## src/rtl/audio_sram_arbiter_pkg.sv

```systemverilog
// Shared types and constants for the audio SRAM arbiter: priority modes,
// requester ids and the read-return record.
package audio_sram_arbiter_pkg;

    localparam int unsigned PRIO_RR    = 0;
    localparam int unsigned PRIO_AUDIO = 1;

    typedef enum logic {
        M_CPU = 1'b0,
        M_AUD = 1'b1
    } master_e;

    // One entry of the read-return stage: what was accepted last cycle and for whom.
    typedef struct packed {
        logic    acc;
        logic    rd;
        logic    oob;
        master_e id;
    } ret_t;

    function automatic logic addr_in_range(input logic [31:0] addr, input int unsigned depth);
        return addr < depth;
    endfunction

endpackage

```

## src/rtl/audio_sram_arbiter_if.sv

```systemverilog
// Avalon-MM requester bundle as seen by the audio SRAM arbiter.
interface audio_sram_arbiter_if #(
    parameter int unsigned ADDR_W = 17,
    parameter int unsigned DATA_W = 32,
    parameter int unsigned BE_W   = 4
);
    logic [ADDR_W-1:0] address;
    logic              read;
    logic              write;
    logic [BE_W-1:0]   byteenable;
    logic [DATA_W-1:0] writedata;
    logic              waitrequest;
    logic [DATA_W-1:0] readdata;
    logic              readdatavalid;
    logic              oob;

    modport master (
        output address, read, write, byteenable, writedata,
        input  waitrequest, readdata, readdatavalid, oob
    );

    modport slave (
        input  address, read, write, byteenable, writedata,
        output waitrequest, readdata, readdatavalid, oob
    );
endinterface

```

## src/rtl/audio_sram_arbiter_grant.sv

```systemverilog
// Per-cycle grant for the two SRAM requesters: round-robin, or audio priority
// with a saturating CPU starvation counter that forces a CPU win at the limit.
module audio_sram_grant
    import audio_sram_arbiter_pkg::*;
#(
    parameter int unsigned PRIO_MODE    = PRIO_RR,
    parameter int unsigned STARVE_LIMIT = 8
) (
    input  logic       clk,
    input  logic       reset,
    input  logic       freeze_i,
    input  logic [1:0] req_i,
    output logic [1:0] grant_o
);
    localparam int unsigned      CNT_W   = $clog2(STARVE_LIMIT + 1);
    localparam logic [CNT_W-1:0] CNT_MAX = CNT_W'(STARVE_LIMIT);

    master_e          last_q, last_d;
    logic [CNT_W-1:0] starve_q, starve_d;
    logic             tie_to_cpu;

    always_ff @(posedge clk) begin
        if (reset) begin
            last_q   <= M_AUD;
            starve_q <= '0;
        end else begin
            last_q   <= last_d;
            starve_q <= starve_d;
        end
    end

    assign tie_to_cpu = (PRIO_MODE == PRIO_AUDIO) ? (starve_q == CNT_MAX)
                                                  : (last_q == M_AUD);

    always_comb begin
        grant_o  = '0;
        last_d   = last_q;
        starve_d = starve_q;
        // Frozen cycles neither grant nor age the starvation counter.
        if (!freeze_i && !reset) begin
            unique case (req_i)
                2'b01:   grant_o = 2'b01;
                2'b10:   grant_o = 2'b10;
                2'b11:   grant_o = tie_to_cpu ? 2'b01 : 2'b10;
                default: grant_o = 2'b00;
            endcase

            if (grant_o[0]) begin
                last_d = M_CPU;
            end else if (grant_o[1]) begin
                last_d = M_AUD;
            end

            if (req_i[0] && !grant_o[0]) begin
                starve_d = (starve_q == CNT_MAX) ? starve_q : starve_q + CNT_W'(1);
            end else begin
                starve_d = '0;
            end
        end
    end

endmodule

```

## src/rtl/audio_sram_arbiter.sv

```systemverilog
// Shares the single-port audio SRAM between the Nios data master (m0) and the
// audio streamer (m1): one access per cycle, 1-cycle read return, range guard.
module audio_sram_arbiter
    import audio_sram_arbiter_pkg::*;
#(
    parameter int unsigned ADDR_W       = 17,
    parameter int unsigned DATA_W       = 32,
    parameter int unsigned BE_W         = 4,
    parameter int unsigned DEPTH        = 80000,
    parameter int unsigned PRIO_MODE    = PRIO_RR,
    parameter int unsigned STARVE_LIMIT = 8
) (
    input  logic                clk,
    input  logic                reset,
    input  logic                freeze,
    audio_sram_arbiter_if.slave m0,
    audio_sram_arbiter_if.slave m1,
    output logic [ADDR_W-1:0]   ram_address,
    output logic [BE_W-1:0]     ram_byteenable,
    output logic                ram_chipselect,
    output logic                ram_write,
    output logic [DATA_W-1:0]   ram_writedata,
    output logic                ram_clken,
    input  logic [DATA_W-1:0]   ram_readdata
);
    logic [1:0] req;
    logic [1:0] grant;
    master_e    sel;
    logic       acc;
    logic       sel_write;
    logic       in_range;
    logic       rdv0, rdv1;
    ret_t       ret_q, ret_d;

    assign req = {m1.read | m1.write, m0.read | m0.write};

    audio_sram_grant #(
        .PRIO_MODE    (PRIO_MODE),
        .STARVE_LIMIT (STARVE_LIMIT)
    ) u_grant (
        .clk      (clk),
        .reset    (reset),
        .freeze_i (freeze),
        .req_i    (req),
        .grant_o  (grant)
    );

    always_comb begin
        acc            = |grant;
        sel            = grant[1] ? M_AUD : M_CPU;
        ram_address    = m0.address;
        ram_byteenable = m0.byteenable;
        ram_writedata  = m0.writedata;
        sel_write      = m0.write;
        if (sel == M_AUD) begin
            ram_address    = m1.address;
            ram_byteenable = m1.byteenable;
            ram_writedata  = m1.writedata;
            sel_write      = m1.write;
        end
        in_range       = addr_in_range(32'(ram_address), DEPTH);
        ram_chipselect = acc & in_range;
        ram_write      = ram_chipselect & sel_write;
        ram_clken      = ~freeze;
        m0.waitrequest = req[0] & ~grant[0];
        m1.waitrequest = req[1] & ~grant[1];
        ret_d.acc      = acc;
        ret_d.rd       = acc & ~sel_write;
        ret_d.oob      = acc & ~in_range;
        ret_d.id       = sel;
    end

    always_ff @(posedge clk) begin
        if (reset) begin
            ret_q <= '0;
        end else begin
            ret_q <= ret_d;
        end
    end

    // Return pulses are masked during reset so a read accepted just before it never surfaces.
    always_comb begin
        rdv0             = ~reset & ret_q.rd & (ret_q.id == M_CPU);
        rdv1             = ~reset & ret_q.rd & (ret_q.id == M_AUD);
        m0.readdatavalid = rdv0;
        m1.readdatavalid = rdv1;
        m0.oob           = ~reset & ret_q.acc & ret_q.oob & (ret_q.id == M_CPU);
        m1.oob           = ~reset & ret_q.acc & ret_q.oob & (ret_q.id == M_AUD);
        m0.readdata      = '0;
        m1.readdata      = '0;
        if (rdv0 && !ret_q.oob) begin
            m0.readdata = ram_readdata;
        end
        if (rdv1 && !ret_q.oob) begin
            m1.readdata = ram_readdata;
        end
    end

endmodule

```

## src/flat_wrapper.sv

```systemverilog
// flat-port wrapper written by rule: the top's interface ports become plain ports
module audio_sram_arbiter_flat import audio_sram_arbiter_pkg::*;
#(
    parameter int unsigned ADDR_W       = 17,
    parameter int unsigned DATA_W       = 32,
    parameter int unsigned BE_W         = 4,
    parameter int unsigned DEPTH        = 80000,
    parameter int unsigned PRIO_MODE    = PRIO_RR,
    parameter int unsigned STARVE_LIMIT = 8
)
  (clk, reset, freeze, ram_address, ram_byteenable, ram_chipselect, ram_write, ram_writedata, ram_clken, ram_readdata, m0_address, m0_read, m0_write, m0_byteenable, m0_writedata, m0_waitrequest, m0_readdata, m0_readdatavalid, m0_oob, m1_address, m1_read, m1_write, m1_byteenable, m1_writedata, m1_waitrequest, m1_readdata, m1_readdatavalid, m1_oob);
  audio_sram_arbiter_if #(.ADDR_W(ADDR_W), .DATA_W(DATA_W), .BE_W(BE_W)) m0_i ();
  audio_sram_arbiter_if #(.ADDR_W(ADDR_W), .DATA_W(DATA_W), .BE_W(BE_W)) m1_i ();
  input  logic clk;
  input  logic reset;
  input  logic freeze;
  output logic [ADDR_W-1:0] ram_address;
  output logic [BE_W-1:0] ram_byteenable;
  output logic ram_chipselect;
  output logic ram_write;
  output logic [DATA_W-1:0] ram_writedata;
  output logic ram_clken;
  input  logic [DATA_W-1:0] ram_readdata;
  input wire logic [$bits(m0_i.address)-1:0] m0_address;
  input wire logic [$bits(m0_i.read)-1:0] m0_read;
  input wire logic [$bits(m0_i.write)-1:0] m0_write;
  input wire logic [$bits(m0_i.byteenable)-1:0] m0_byteenable;
  input wire logic [$bits(m0_i.writedata)-1:0] m0_writedata;
  output wire logic [$bits(m0_i.waitrequest)-1:0] m0_waitrequest;
  output wire logic [$bits(m0_i.readdata)-1:0] m0_readdata;
  output wire logic [$bits(m0_i.readdatavalid)-1:0] m0_readdatavalid;
  output wire logic [$bits(m0_i.oob)-1:0] m0_oob;
  input wire logic [$bits(m1_i.address)-1:0] m1_address;
  input wire logic [$bits(m1_i.read)-1:0] m1_read;
  input wire logic [$bits(m1_i.write)-1:0] m1_write;
  input wire logic [$bits(m1_i.byteenable)-1:0] m1_byteenable;
  input wire logic [$bits(m1_i.writedata)-1:0] m1_writedata;
  output wire logic [$bits(m1_i.waitrequest)-1:0] m1_waitrequest;
  output wire logic [$bits(m1_i.readdata)-1:0] m1_readdata;
  output wire logic [$bits(m1_i.readdatavalid)-1:0] m1_readdatavalid;
  output wire logic [$bits(m1_i.oob)-1:0] m1_oob;
  assign m0_i.address = m0_address;
  assign m0_i.read = m0_read;
  assign m0_i.write = m0_write;
  assign m0_i.byteenable = m0_byteenable;
  assign m0_i.writedata = m0_writedata;
  assign m0_waitrequest = m0_i.waitrequest;
  assign m0_readdata = m0_i.readdata;
  assign m0_readdatavalid = m0_i.readdatavalid;
  assign m0_oob = m0_i.oob;
  assign m1_i.address = m1_address;
  assign m1_i.read = m1_read;
  assign m1_i.write = m1_write;
  assign m1_i.byteenable = m1_byteenable;
  assign m1_i.writedata = m1_writedata;
  assign m1_waitrequest = m1_i.waitrequest;
  assign m1_readdata = m1_i.readdata;
  assign m1_readdatavalid = m1_i.readdatavalid;
  assign m1_oob = m1_i.oob;
  audio_sram_arbiter #(.ADDR_W(ADDR_W), .DATA_W(DATA_W), .BE_W(BE_W), .DEPTH(DEPTH), .PRIO_MODE(PRIO_MODE), .STARVE_LIMIT(STARVE_LIMIT)) u_core (.clk(clk), .reset(reset), .freeze(freeze), .m0(m0_i), .m1(m1_i), .ram_address(ram_address), .ram_byteenable(ram_byteenable), .ram_chipselect(ram_chipselect), .ram_write(ram_write), .ram_writedata(ram_writedata), .ram_clken(ram_clken), .ram_readdata(ram_readdata));
endmodule
```

## config.mk

```make
export PLATFORM = sky130hd
export DESIGN_NAME = audio_sram_arbiter_flat
export DESIGN_NICKNAME = d
export VERILOG_FILES = /design/src/rtl/audio_sram_arbiter_pkg.sv /design/src/rtl/audio_sram_arbiter_if.sv /design/src/rtl/audio_sram_arbiter_grant.sv /design/src/rtl/audio_sram_arbiter.sv /design/src/flat_wrapper.sv
export SDC_FILE = /design/constraint.sdc
export NUM_CORES = 1
export LEC_CHECK = 0
export CAP_MARGIN = 20
export CORE_AREA = 2 2 106 108
export CTS_CLUSTER_DIAMETER = 50
export DETAILED_ROUTE_END_ITERATION = 7
export DIE_AREA = 0 0 108 110
export GPL_ROUTABILITY_DRIVEN = 0
export HOLD_SLACK_MARGIN = 0.1
export PLACE_DENSITY = 0.68
export SLEW_MARGIN = 20
export SYNTH_ARGS = -nofsm -noshare
export SYNTH_HDL_FRONTEND = slang
export SYNTH_SLANG_ARGS = --single-unit
```

## constraint.sdc

```tcl
create_clock -name clk -period 1.25 [get_ports clk]
set_input_delay 0.25 -clock clk [delete_from_list [all_inputs] [get_ports clk]]
set_output_delay 0.25 -clock clk [all_outputs]
set_load 0.01 [all_outputs]
```

==> run metrics <==
status=complete, but fails checks; failing checks=negative setup slack; worst clock skew=0.0000627 ns; # setup viols final=124; row count=38; ANT cells=0; DP Worst Slack=-1.14 ns; CTS hold repair buffers=0; leakage=2.68 nW; Main synth FF type=dfxtp_1; switch share=0.335; multiplexer share of the synthesized area=0.00681; peak supply drop=0.384 mV; storage element area=108 µm²; DRT iter0 DRCs=108; core area=10700 µm²; Synth Area in Simple Gates=0.772; largest family of logic cells by synthesized area=simple AND/OR/NAND/NOR gates; Post-Synth Adder-Cell Area=0; compound-cell area share of the yosys netlist=0.0690; buffers added on ports=270; Slew HR=0.731; Clock power frac=0.160; vias in the first global route=2886; Mapped Area=1470 µm²; Avg Vias per Cell=4.10; setup slack after layout=-0.537 ns; Hold Path Stages=3; Worst Hold Path EP=u_core.u_grant.last_q; antenna violations before repair=0; Peak Freq=560 MHz; Mean Syn Cell Area=5.17 µm²; pwr dens=340 nW/µm²; Tot GR Track Use=0.152; synth cell count leaders=160 x nand2_1, 65 x and2_1, 12 x buf_2, 7 x nor2_1; clk slew on worst S/H paths=0.03 ns; Setup crit end kind=primary output; #FFs+latches synth=5; Sw Pwr=0.000605 W; Syn. warnings=0; cell taking the most area after synthesis=nand2_1; Flop pwr share=0.098; Tmin final=1.79 ns; Clock Latency Late Sink=0.21 ns; critical path peak fanout=4; CTS tree=yes; hpwl dp=7280 µm; die width=108 µm; Yosys cell types=27; Worst Hold Class=input pin to flop; Synth Net Count=429; Final Util=0.497; ANT nets after route=0; metal3 WL=842 µm; Startpoint Class=flop; Cell Int Power=0.00120 W; first-pass GRT wire length=14500 µm; Worst R2R Path Depth=8; Die ar.=11900 µm²; top-area cell type share of the netlist area=0.409; I/O pin count=271; Routed Wire Length=11100 µm; final-report hold violation count=0; R2R setup slack=-0.26 ns; CP arrival=1.54 ns; Crit Path Category=flop to primary output; drt drc=0; met1 wire length=4230 µm; CTS root buf=clkbuf_8; CTS buffer count=3; total power=0.00181 W; Setup Total Neg Slack=-49.77 ns; Wirelength per Cell=14.8 µm; Synth Area in XOR/XNOR=0; WL met2=5960 µm; Multi-input gate area=1610 µm²; max-slew violation count=0; combinational power share=0.741; Syn Inst Count=284; Die H=110 µm; max layer used=met4; register area share after synthesis=0.0681; RSZ-0062 raised after global routing=true; reg-to-reg endpoint=u_core.u_grant.last_q; vias post-DR=3074; Nets=756; Filler cells=1054; ys async rst share=0; worst-case clock buffer depth=2; Worst-Margin Slew=0.402 ns; 1st-pass router iterations=4; FF-to-FF Start=u_core.u_grant.last_q; initial core utilization=0.137; top post-synthesis cells by area=nand2_1 41%, and2_1 28%, dfxtp_1 6.8%; crit share post-route=1.43; number of enable flip-flop cells after synthesis=0; max-cap viol count=0; most common cell in the netlist=nand2_1; gr ovfl total=0; area delta synth->final=262%; Sink Count=5; required time of the critical path=1.00 ns; layout cells sized above 1=0.551; Hold Crit Start=reset; largest net degree at the start of global routing=33; number of H-tree levels=1
[power groups by stage]
stage | Clock [W] | Sequential, W | Combinational [W]
2_1_floorplan | 0 | 0.000177 | 0.000325
3_3_place_gp | 0 | 0.000178 | 0.00119
3_5_place_dp | 0 | 0.000178 | 0.00121
4_1_cts | 0.000294 | 0.000178 | 0.00125
5_1_grt | 0.000305 | 0.000179 | 0.00143
6_report | 0.000289 | 0.000178 | 0.00134
[worst max-delay path, cell delays in order, from the launching register on]
cell and delay [ns]:
dfxtp_2 0.33, o21ai_2 0.07, nand3b_4 0.12, clkinv_4 0.08
buf_12 0.13, buf_12 0.13, buf_16 0.13, buf_6 0.11
nand2_2 0.04, nand2_1 0.05, buf_2 0.14
[cells by family after synthesis]
group / Yosys count
AO/OA/AOI/OAI: 13
buffers and inverters: 22
flip-flops: 5
multiplexers: 1
AND/OR/NAND/NOR: 243
[area by class of cell]
class,count,area share
clock buffers,4,0.00846
flip-flops and latches,5,0.0202
repair buffers,340,0.631
inverters,4,0.00423
well taps,140,0.0329
multi-input cells,257,0.303
[sequential cells by signal, indices dropped and copies added, names as in the netlist]
signal                 cells
u_core.u_grant.last_q      1
u_core.ret_q               4
[worst max path at each step]
| stage | endpoint | from | slack (ns) |
|---|---|---|---|
| global route | ram_writedata[25] | u_core.u_grant.last_q | -0.59 |
| finish | ram_writedata[25] | u_core.u_grant.last_q | -0.54 |
| floorplan | ram_write | u_core.u_grant.last_q | 0.007 |
| CTS | m0_readdata[14] | u_core.ret_q[2] | -0.70 |
| global placement | ram_write | freeze | -1.13 |
| detailed placement | ram_write | freeze | -1.14 |
[what timing repair did]
| action | CTS | global route |
|---|---|---|
| gates cloned | 9 | 7 |
| resized for setup | 568 | 214 |
| pin swaps | 48 | 76 |
| buffers inserted | 35 | 12 |
| endpoints found under the setup margin | 131 | 129 |
[cells in the final DEF, fill, tap and decap left out, drive strengths merged]
master and n:
o21ai 4, nand2 160, o41ai 1, nand4 2, a211oi 1, dlymetal6s2s 1, o211ai 2, o31a 2
nor3 4, nand2b 1, o21a 1, dfxtp 5, and2 65, a21oi 1, inv 3, clkinv 1
buf 195, clkdlybuf4s15 2, clkdlybuf4s50 118, nand3b 1, clkbuf 11, a211o 1, mux2i 1, and3 1
dlygate4sd2 17, nor2 9
[routing by layer]
metal  vias to the layer above  GRT usage
met5                         -          0
met1                      1390      0.168
met3                         8     0.0259
met4                         0     0.0375
met2                       149      0.299
li1                       1527          -
[metrics by stage]
| stage | hold slack, ns | instances | area (µm²) |
|---|---|---|---|
| after floorplan | 0.344 | 284 | 1480 |
| after global placement | 0.590 | 697 | 4460 |
| after detailed placement | 0.592 | 697 | 4460 |
| after global routing | 0.457 | 750 | 5320 |
| final | 0.432 | 750 | 5320 |
| after CTS | 0.444 | 740 | 4740 |
Power figures use the tool's default switching activity.
